### config.mk
export PLATFORM = sky130hd
export DESIGN_NAME = sdram_line_port_flat
export DESIGN_NICKNAME = d
export VERILOG_FILES = /design/src/rtl/sdram_line_port_pkg.sv /design/src/rtl/sdram_line_port_if.sv /design/src/rtl/sdram_line_port_line_buffer.sv /design/src/rtl/sdram_line_port.sv /design/src/flat_wrapper.sv
export SDC_FILE = /design/constraint.sdc
export NUM_CORES = 1
export LEC_CHECK = 0
export CAP_MARGIN = 10
export CORE_AREA = 4 4 145 147
export DETAILED_ROUTE_END_ITERATION = 6
export DIE_AREA = 0 0 149 151
export PLACE_DENSITY = 0.75
export SETUP_SLACK_MARGIN = 0.2
export SLEW_MARGIN = 20
export SYNTH_ARGS = -nofsm -noshare
export SYNTH_HDL_FRONTEND = slang
export SYNTH_HIERARCHICAL = 1
export SYNTH_SLANG_ARGS = --single-unit
### constraint.sdc
create_clock -name clk -period 2.45 [get_ports clk]
set_input_delay 0.245 -clock clk [delete_from_list [all_inputs] [get_ports clk]]
set_output_delay 0.245 -clock clk [all_outputs]
set_load 0.03 [all_outputs]
### src/rtl/sdram_line_port_pkg.sv
`default_nettype none
// +------------------------------------------------------------------+
// | line_port_pkg: shared states and constants for sdram_line_port   |
// | Rev 1.0                                                          |
// +------------------------------------------------------------------+
package line_port_pkg;

  localparam int          BURST_LEN = 8;
  localparam logic [31:0] HI_OFS    = 32'd0;
  localparam logic [31:0] LO_OFS    = 32'd2;

  typedef enum logic [2:0] {
    IDLE       = 3'd0,
    RD_CMD     = 3'd1,
    RD_COLLECT = 3'd2,
    RD_STREAM  = 3'd3,
    WR_HI      = 3'd4,
    WR_LO      = 3'd5,
    WR_DONE    = 3'd6
  } state_t;

  // First write state for a given byte-enable set; empty halves issue no command.
  function automatic state_t first_wr_state(input logic [3:0] be);
    if (be[3:2] != 2'b00)      return WR_HI;
    else if (be[1:0] != 2'b00) return WR_LO;
    else                       return WR_DONE;
  endfunction

endpackage
`default_nettype wire

### src/rtl/sdram_line_port_if.sv
`default_nettype none
// +------------------------------------------------------------------+
// | sdram_line_port_if: cache-side and controller-side signal bundle |
// | Rev 1.0                                                          |
// +------------------------------------------------------------------+
interface sdram_line_port_if;
  logic        fill_req;
  logic [31:0] fill_addr;
  logic        fill;
  logic [15:0] fill_data;
  logic        wr_req;
  logic [31:0] wr_addr;
  logic [31:0] wr_data;
  logic [3:0]  wr_bytesel;
  logic        wr_ack;
  logic        ctl_req;
  logic        ctl_ack;
  logic        ctl_wr;
  logic        ctl_burst;
  logic [31:0] ctl_addr;
  logic [15:0] ctl_wdata;
  logic [1:0]  ctl_be;
  logic        ctl_rvalid;
  logic [15:0] ctl_rdata;
  logic        err;

  modport slave (
    input  fill_req, fill_addr, wr_req, wr_addr, wr_data, wr_bytesel,
           ctl_ack, ctl_rvalid, ctl_rdata,
    output fill, fill_data, wr_ack, ctl_req, ctl_wr, ctl_burst,
           ctl_addr, ctl_wdata, ctl_be, err
  );

  modport master (
    output fill_req, fill_addr, wr_req, wr_addr, wr_data, wr_bytesel,
           ctl_ack, ctl_rvalid, ctl_rdata,
    input  fill, fill_data, wr_ack, ctl_req, ctl_wr, ctl_burst,
           ctl_addr, ctl_wdata, ctl_be, err
  );
endinterface
`default_nettype wire

### src/rtl/sdram_line_port_line_buffer.sv
`default_nettype none
// +------------------------------------------------------------------+
// | line_buffer: 8x16 register file, one write and one read port    |
// | Rev 1.0                                                          |
// +------------------------------------------------------------------+
module line_buffer
  import line_port_pkg::*;
(
  input  logic        clk,
  input  logic        we,
  input  logic [2:0]  waddr,
  input  logic [15:0] wdata,
  input  logic [2:0]  raddr,
  output logic [15:0] rdata
);

  logic [15:0] mem_q [BURST_LEN];
  logic [15:0] mem_d [BURST_LEN];

  always_comb begin
    mem_d = mem_q;
    if (we) mem_d[waddr] = wdata;
  end

  // Contents are don't-care after reset, so no reset term.
  always_ff @(posedge clk) begin
    mem_q <= mem_d;
  end

  assign rdata = mem_q[raddr];

endmodule
`default_nettype wire

### src/rtl/sdram_line_port.sv
`default_nettype none
// +------------------------------------------------------------------+
// | sdram_line_port: cache line fill / CPU write adapter to SDRAM ctl |
// | Rev 1.0                                                          |
// +------------------------------------------------------------------+
module sdram_line_port
  import line_port_pkg::*;
(
  input  logic                clk,
  input  logic                reset,
  sdram_line_port_if.slave    bus
);

  localparam logic [2:0] LAST_IDX = 3'(BURST_LEN - 1);

  state_t      state_q, state_d;
  logic [2:0]  cnt_q, cnt_d;
  logic [31:0] addr_q, addr_d;
  logic [31:0] wdata_q, wdata_d;
  logic [3:0]  be_q, be_d;
  logic        err_q, err_d;
  logic        buf_we;
  logic [15:0] buf_rdata;
  logic        unused_addr_lsbs;

  assign unused_addr_lsbs = ^{bus.fill_addr[1:0], bus.wr_addr[1:0]};

  // cnt is both the collect write index and the stream read index.
  line_buffer u_line_buffer (
    .clk   (clk),
    .we    (buf_we),
    .waddr (cnt_q),
    .wdata (bus.ctl_rdata),
    .raddr (cnt_q),
    .rdata (buf_rdata)
  );

  always_comb begin
    state_d = state_q;
    cnt_d   = cnt_q;
    addr_d  = addr_q;
    wdata_d = wdata_q;
    be_d    = be_q;
    buf_we  = 1'b0;
    err_d   = bus.ctl_rvalid && (state_q != RD_COLLECT);
    case (state_q)
      IDLE: begin
        if (bus.wr_req) begin
          addr_d  = {bus.wr_addr[31:2], 2'b00};
          wdata_d = bus.wr_data;
          be_d    = bus.wr_bytesel;
          state_d = first_wr_state(bus.wr_bytesel);
        end else if (bus.fill_req) begin
          addr_d  = {bus.fill_addr[31:2], 2'b00};
          state_d = RD_CMD;
        end
      end
      RD_CMD: if (bus.ctl_ack) state_d = RD_COLLECT;
      RD_COLLECT: begin
        if (bus.ctl_rvalid) begin
          buf_we = 1'b1;
          cnt_d  = cnt_q + 3'd1;
          if (cnt_q == LAST_IDX) state_d = RD_STREAM;
        end
      end
      RD_STREAM: begin
        cnt_d = cnt_q + 3'd1;
        if (cnt_q == LAST_IDX) state_d = IDLE;
      end
      WR_HI: if (bus.ctl_ack) state_d = (be_q[1:0] != 2'b00) ? WR_LO : WR_DONE;
      WR_LO: if (bus.ctl_ack) state_d = WR_DONE;
      WR_DONE: state_d = IDLE;
      default: state_d = IDLE;
    endcase
  end

  always_comb begin
    bus.ctl_req   = 1'b0;
    bus.ctl_wr    = 1'b0;
    bus.ctl_burst = 1'b0;
    bus.ctl_addr  = 32'd0;
    bus.ctl_wdata = 16'd0;
    bus.ctl_be    = 2'b00;
    case (state_q)
      RD_CMD: begin
        bus.ctl_req   = 1'b1;
        bus.ctl_burst = 1'b1;
        bus.ctl_addr  = addr_q;
      end
      WR_HI: begin
        bus.ctl_req   = 1'b1;
        bus.ctl_wr    = 1'b1;
        bus.ctl_addr  = addr_q + HI_OFS;
        bus.ctl_wdata = wdata_q[31:16];
        bus.ctl_be    = be_q[3:2];
      end
      WR_LO: begin
        bus.ctl_req   = 1'b1;
        bus.ctl_wr    = 1'b1;
        bus.ctl_addr  = addr_q + LO_OFS;
        bus.ctl_wdata = wdata_q[15:0];
        bus.ctl_be    = be_q[1:0];
      end
      default: ;
    endcase
  end

  assign bus.fill      = (state_q == RD_STREAM) && (cnt_q == 3'd0);
  assign bus.fill_data = (state_q == RD_STREAM) ? buf_rdata : 16'd0;
  assign bus.wr_ack    = (state_q == WR_DONE);
  assign bus.err       = err_q;

  always_ff @(posedge clk or posedge reset) begin
    if (reset) begin
      state_q <= IDLE;
      cnt_q   <= 3'd0;
      addr_q  <= 32'd0;
      wdata_q <= 32'd0;
      be_q    <= 4'd0;
      err_q   <= 1'b0;
    end else begin
      state_q <= state_d;
      cnt_q   <= cnt_d;
      addr_q  <= addr_d;
      wdata_q <= wdata_d;
      be_q    <= be_d;
      err_q   <= err_d;
    end
  end

endmodule
`default_nettype wire

### src/flat_wrapper.sv
// flat-port wrapper written by rule: the top's interface ports become plain ports
module sdram_line_port_flat import line_port_pkg::*;
  (clk, reset, bus_fill_req, bus_fill_addr, bus_wr_req, bus_wr_addr, bus_wr_data, bus_wr_bytesel, bus_ctl_ack, bus_ctl_rvalid, bus_ctl_rdata, bus_fill, bus_fill_data, bus_wr_ack, bus_ctl_req, bus_ctl_wr, bus_ctl_burst, bus_ctl_addr, bus_ctl_wdata, bus_ctl_be, bus_err);
  sdram_line_port_if bus_i ();
  input  logic clk;
  input  logic reset;
  input wire logic [$bits(bus_i.fill_req)-1:0] bus_fill_req;
  input wire logic [$bits(bus_i.fill_addr)-1:0] bus_fill_addr;
  input wire logic [$bits(bus_i.wr_req)-1:0] bus_wr_req;
  input wire logic [$bits(bus_i.wr_addr)-1:0] bus_wr_addr;
  input wire logic [$bits(bus_i.wr_data)-1:0] bus_wr_data;
  input wire logic [$bits(bus_i.wr_bytesel)-1:0] bus_wr_bytesel;
  input wire logic [$bits(bus_i.ctl_ack)-1:0] bus_ctl_ack;
  input wire logic [$bits(bus_i.ctl_rvalid)-1:0] bus_ctl_rvalid;
  input wire logic [$bits(bus_i.ctl_rdata)-1:0] bus_ctl_rdata;
  output wire logic [$bits(bus_i.fill)-1:0] bus_fill;
  output wire logic [$bits(bus_i.fill_data)-1:0] bus_fill_data;
  output wire logic [$bits(bus_i.wr_ack)-1:0] bus_wr_ack;
  output wire logic [$bits(bus_i.ctl_req)-1:0] bus_ctl_req;
  output wire logic [$bits(bus_i.ctl_wr)-1:0] bus_ctl_wr;
  output wire logic [$bits(bus_i.ctl_burst)-1:0] bus_ctl_burst;
  output wire logic [$bits(bus_i.ctl_addr)-1:0] bus_ctl_addr;
  output wire logic [$bits(bus_i.ctl_wdata)-1:0] bus_ctl_wdata;
  output wire logic [$bits(bus_i.ctl_be)-1:0] bus_ctl_be;
  output wire logic [$bits(bus_i.err)-1:0] bus_err;
  assign bus_i.fill_req = bus_fill_req;
  assign bus_i.fill_addr = bus_fill_addr;
  assign bus_i.wr_req = bus_wr_req;
  assign bus_i.wr_addr = bus_wr_addr;
  assign bus_i.wr_data = bus_wr_data;
  assign bus_i.wr_bytesel = bus_wr_bytesel;
  assign bus_i.ctl_ack = bus_ctl_ack;
  assign bus_i.ctl_rvalid = bus_ctl_rvalid;
  assign bus_i.ctl_rdata = bus_ctl_rdata;
  assign bus_fill = bus_i.fill;
  assign bus_fill_data = bus_i.fill_data;
  assign bus_wr_ack = bus_i.wr_ack;
  assign bus_ctl_req = bus_i.ctl_req;
  assign bus_ctl_wr = bus_i.ctl_wr;
  assign bus_ctl_burst = bus_i.ctl_burst;
  assign bus_ctl_addr = bus_i.ctl_addr;
  assign bus_ctl_wdata = bus_i.ctl_wdata;
  assign bus_ctl_be = bus_i.ctl_be;
  assign bus_err = bus_i.err;
  sdram_line_port u_core (.clk(clk), .reset(reset), .bus(bus_i));
endmodule
==> flow_metrics.tcl <==
set metrics [dict create \
    io_buffers 188 \
    seqPwrFrac_pct 33.5 \
    clock.fmax_ghz 0.401 \
    preCtsSetupSlack_ps 307 \
    reg2reg_from "u_core/state_q[2]$_DFFE_PP0P_" \
    diodes 0 \
    vdd_drop_max_mv 0.632 \
    wl_per_cell_um 19.1 \
    dp_hpwl_mm 13.7 \
    die_x_um 149 \
    synth_compound_area_share_pct 2.51 \
    antenna_found_initial 1 \
    clock_sinks 201 \
    synth_top_area_share_pct 43.0 \
    syn_nets 678 \
    first_pass_iters 4 \
    setup_viol 11 \
    ys_top_cells_by_area "edfxtp_1, dfrtp_1, mux4_1" \
    drt-initial-drc-count 239 \
    drive_above_1_share_pct 27.3 \
    ys_ff_latch 201 \
    cts_buffer_depth 3 \
    whs_ps 106 \
    grt_pass1_wl_mm 31.0 \
    place.gp.congestion 0.822 \
    p_sw_mw 4.69 \
    seq_area_frac_synth_pct 63.4 \
    nNetsFinal 890 \
    ios 194 \
    track_usage_pct 17.7 \
    drv_cap 0 \
    avgSynthCellArea_sq_um 16.2 \
    r2r_end "u_core/u_line_buffer/mem_q[67]$_DFFE_PP_" \
    fp-row-count 52 \
    clock-skew-final_ps 6.11 \
    p_per_area_nw_per_um2 1200 \
    rrSetupSlack_ps 430 \
    p_leak_nw 4.78 \
    routed_via_density 5.09 \
    rsz0062_at_grt "yes" \
    cts_root_buffer "clkbuf_16" \
    yosysTopAreaCell "edfxtp_1" \
    finalNonFillerCells 1049 \
    report.final.slew_viol_count 0 \
    hp-class "in2async" \
    antenna_left 0 \
    path_clk_slew_ps 60 \
    cp.required_ps 2200 \
    ys_types 40 \
    synth_edf_count 128 \
    mostFrequentLayoutCell "edfxtp_1" \
    internal_power_mw 9.68 \
    setup_slack_ps -44.3 \
    synth_cells 553 \
    status "complete, but fails checks" \
    path_max_fanout 18 \
    placedCellCount 1004 \
    multiInputGateArea_sq_um 2970 \
    final_cell_area_sq_um 12000 \
    synthXorXnorAreaFrac_pct 0.0980 \
    core_sq_um 19900 \
    rr_worst_depth 5 \
    fillers 1511 \
    synth_fa_ha_area_share_pct 0.420 \
    yosys.area_share.simple_pct 7.59 \
    clock_latency_ps 480 \
    slew_headroom_pct 56.5 \
    start_util_pct 44.9 \
    critPathKind "reg2out" \
    place_area_sq_um 11200 \
    final_core_util_pct 60.3 \
    endpoint_kind "primary output" \
    syn-cell-area_sq_um 8940 \
    final_cell_mix "edfxtp_1, clkdlybuf4s50_1, dfrtp_1, buf_4, nor2_1" \
    drt-total-wl_mm 20.1 \
    gr-total-overflow 0 \
    min_period_ps 2490 \
    die_area_sq_um 22500 \
    area_delta_synth_final_pct 34.2 \
    die_h_um 151 \
    ys.flop_type "edfxtp_1" \
    critPathArrivalTime_ps 2250 \
    cts_tree "built" \
    synthArstFlopShare_pct 36.3 \
    start_kind "flip-flop" \
    postCtsHoldBufs 0 \
    cts_buffers 21 \
    combPwrFrac_pct 42.4 \
    muxShareOfSynthArea_pct 22.5 \
    hold_viol 0 \
    synth_top_family_by_area "multiplexers" \
    regArea_sq_um 5670 \
    tightest_slew_ps 652 \
    swShare_pct 32.7 \
    power_frac_clock_pct 24.1 \
    grt_pass1_vias 5684 \
    yosys_warnings 6 \
    violations "negative setup slack" \
    grt_max_degree 61 \
    cts.htree.levels 1 \
    route.detailed.drc 0 \
    fin_crit_sh_pct 102 \
    vias 5336 \
]
[Yosys cell counts, types with 5 or more instances]
cell type and n:
buf_6 7, mux4_1 28, mux2_2 24, inv_1 6, dfrtp_1 73, edfxtp_1 128, mux2_4 29, nand2b_1 5
clkbuf_1 7, mux2i_1 48, and2_1 46, nor2_1 63, a21oi_1 32, buf_2 10
[stage by stage]
stage	setup TNS (ps)	total power, mW
after global routing	-1180	15.1
after detailed placement	0	10.7
final	-182	14.4
after global placement	0	10.5
after CTS	-463	14.4
after floorplan	0	8.78
[per-layer routing]
layer	up-vias	GRT usage, %	share of wire [%]
met5	-	0	0.065
met4	2	4.07	1.2
met3	18	5.15	9.0
met2	211	30.0	49
met1	2626	22.6	41
li1	2479	-	-
[flip-flops by register name (all words and copies together), names as in the netlist]
signal / count
u_core/u_line_buffer/mem_q: 128
u_core/wdata_q: 32
u_core/addr_q: 30
u_core/be_q: 4
u_core/cnt_q: 3
u_core/state_q: 3
u_core/bus.err: 1
[power groups by stage]
| stage | sequential, mW | clock, mW | combinational [mW] |
|---|---|---|---|
| finish | 4.81 | 3.47 | 6.10 |
| global route | 4.90 | 3.68 | 6.54 |
| CTS | 4.81 | 3.54 | 6.02 |
| detailed placement | 4.84 | 0 | 5.84 |
| global placement | 4.80 | 0 | 5.71 |
| floorplan | 4.72 | 0 | 4.06 |
[worst max-delay path by stage]
stage,start,end,slack (ps)
floorplan,u_core/state_q[0]$_DFFE_PP0P_,u_core/u_line_buffer/mem_q[0]$_DFFE_PP_,270
global placement,u_core/cnt_q[0]$_DFFE_PP0P_,bus_fill_data[1],340
detailed placement,u_core/cnt_q[0]$_DFFE_PP0P_,bus_fill_data[1],310
CTS,u_core/cnt_q[0]$_DFFE_PP0P_,bus_fill_data[12],-70
global route,u_core/cnt_q[0]$_DFFE_PP0P_,bus_fill_data[4],-130
finish,u_core/cnt_q[0]$_DFFE_PP0P_,bus_fill_data[12],-40
[what timing repair did]
| action | 4_1_cts | 5_1_grt |
|---|---|---|
| setup endpoints to repair | 34 | 34 |
| gates cloned | 0 | 0 |
| endpoints found under the hold margin | 0 | 0 |
| gates resized for setup | 48 | 6 |
| setup buffers | 1 | 7 |
[cell families after synthesis]
family	after synthesis
buffers and inverters	42
adders and majority gates	3
xor gates and xnor gates	1
and+or+nand+nor	131
muxes	133
other	1
AOI/OAI and AO/OA	41
DFF	201
[worst max-delay path, cell delays in order, from the launching register on]
cell and delay, ps:
dfrtp_2 400, buf_12 190, mux4_1 570, mux2_2 290, and2_1 140, buf_4 160
[cell type report]
type / count / share of cell area (%)
clock buffer: 22 / 4.41
tap: 270 / 2.82
multi-input combinational: 310 / 24.8
sequential: 201 / 47.3
timing repair buffer: 225 / 18.6
clock inverter: 15 / 1.94
inverter: 6 / 0.188
(Power assumes the default switching activity.)
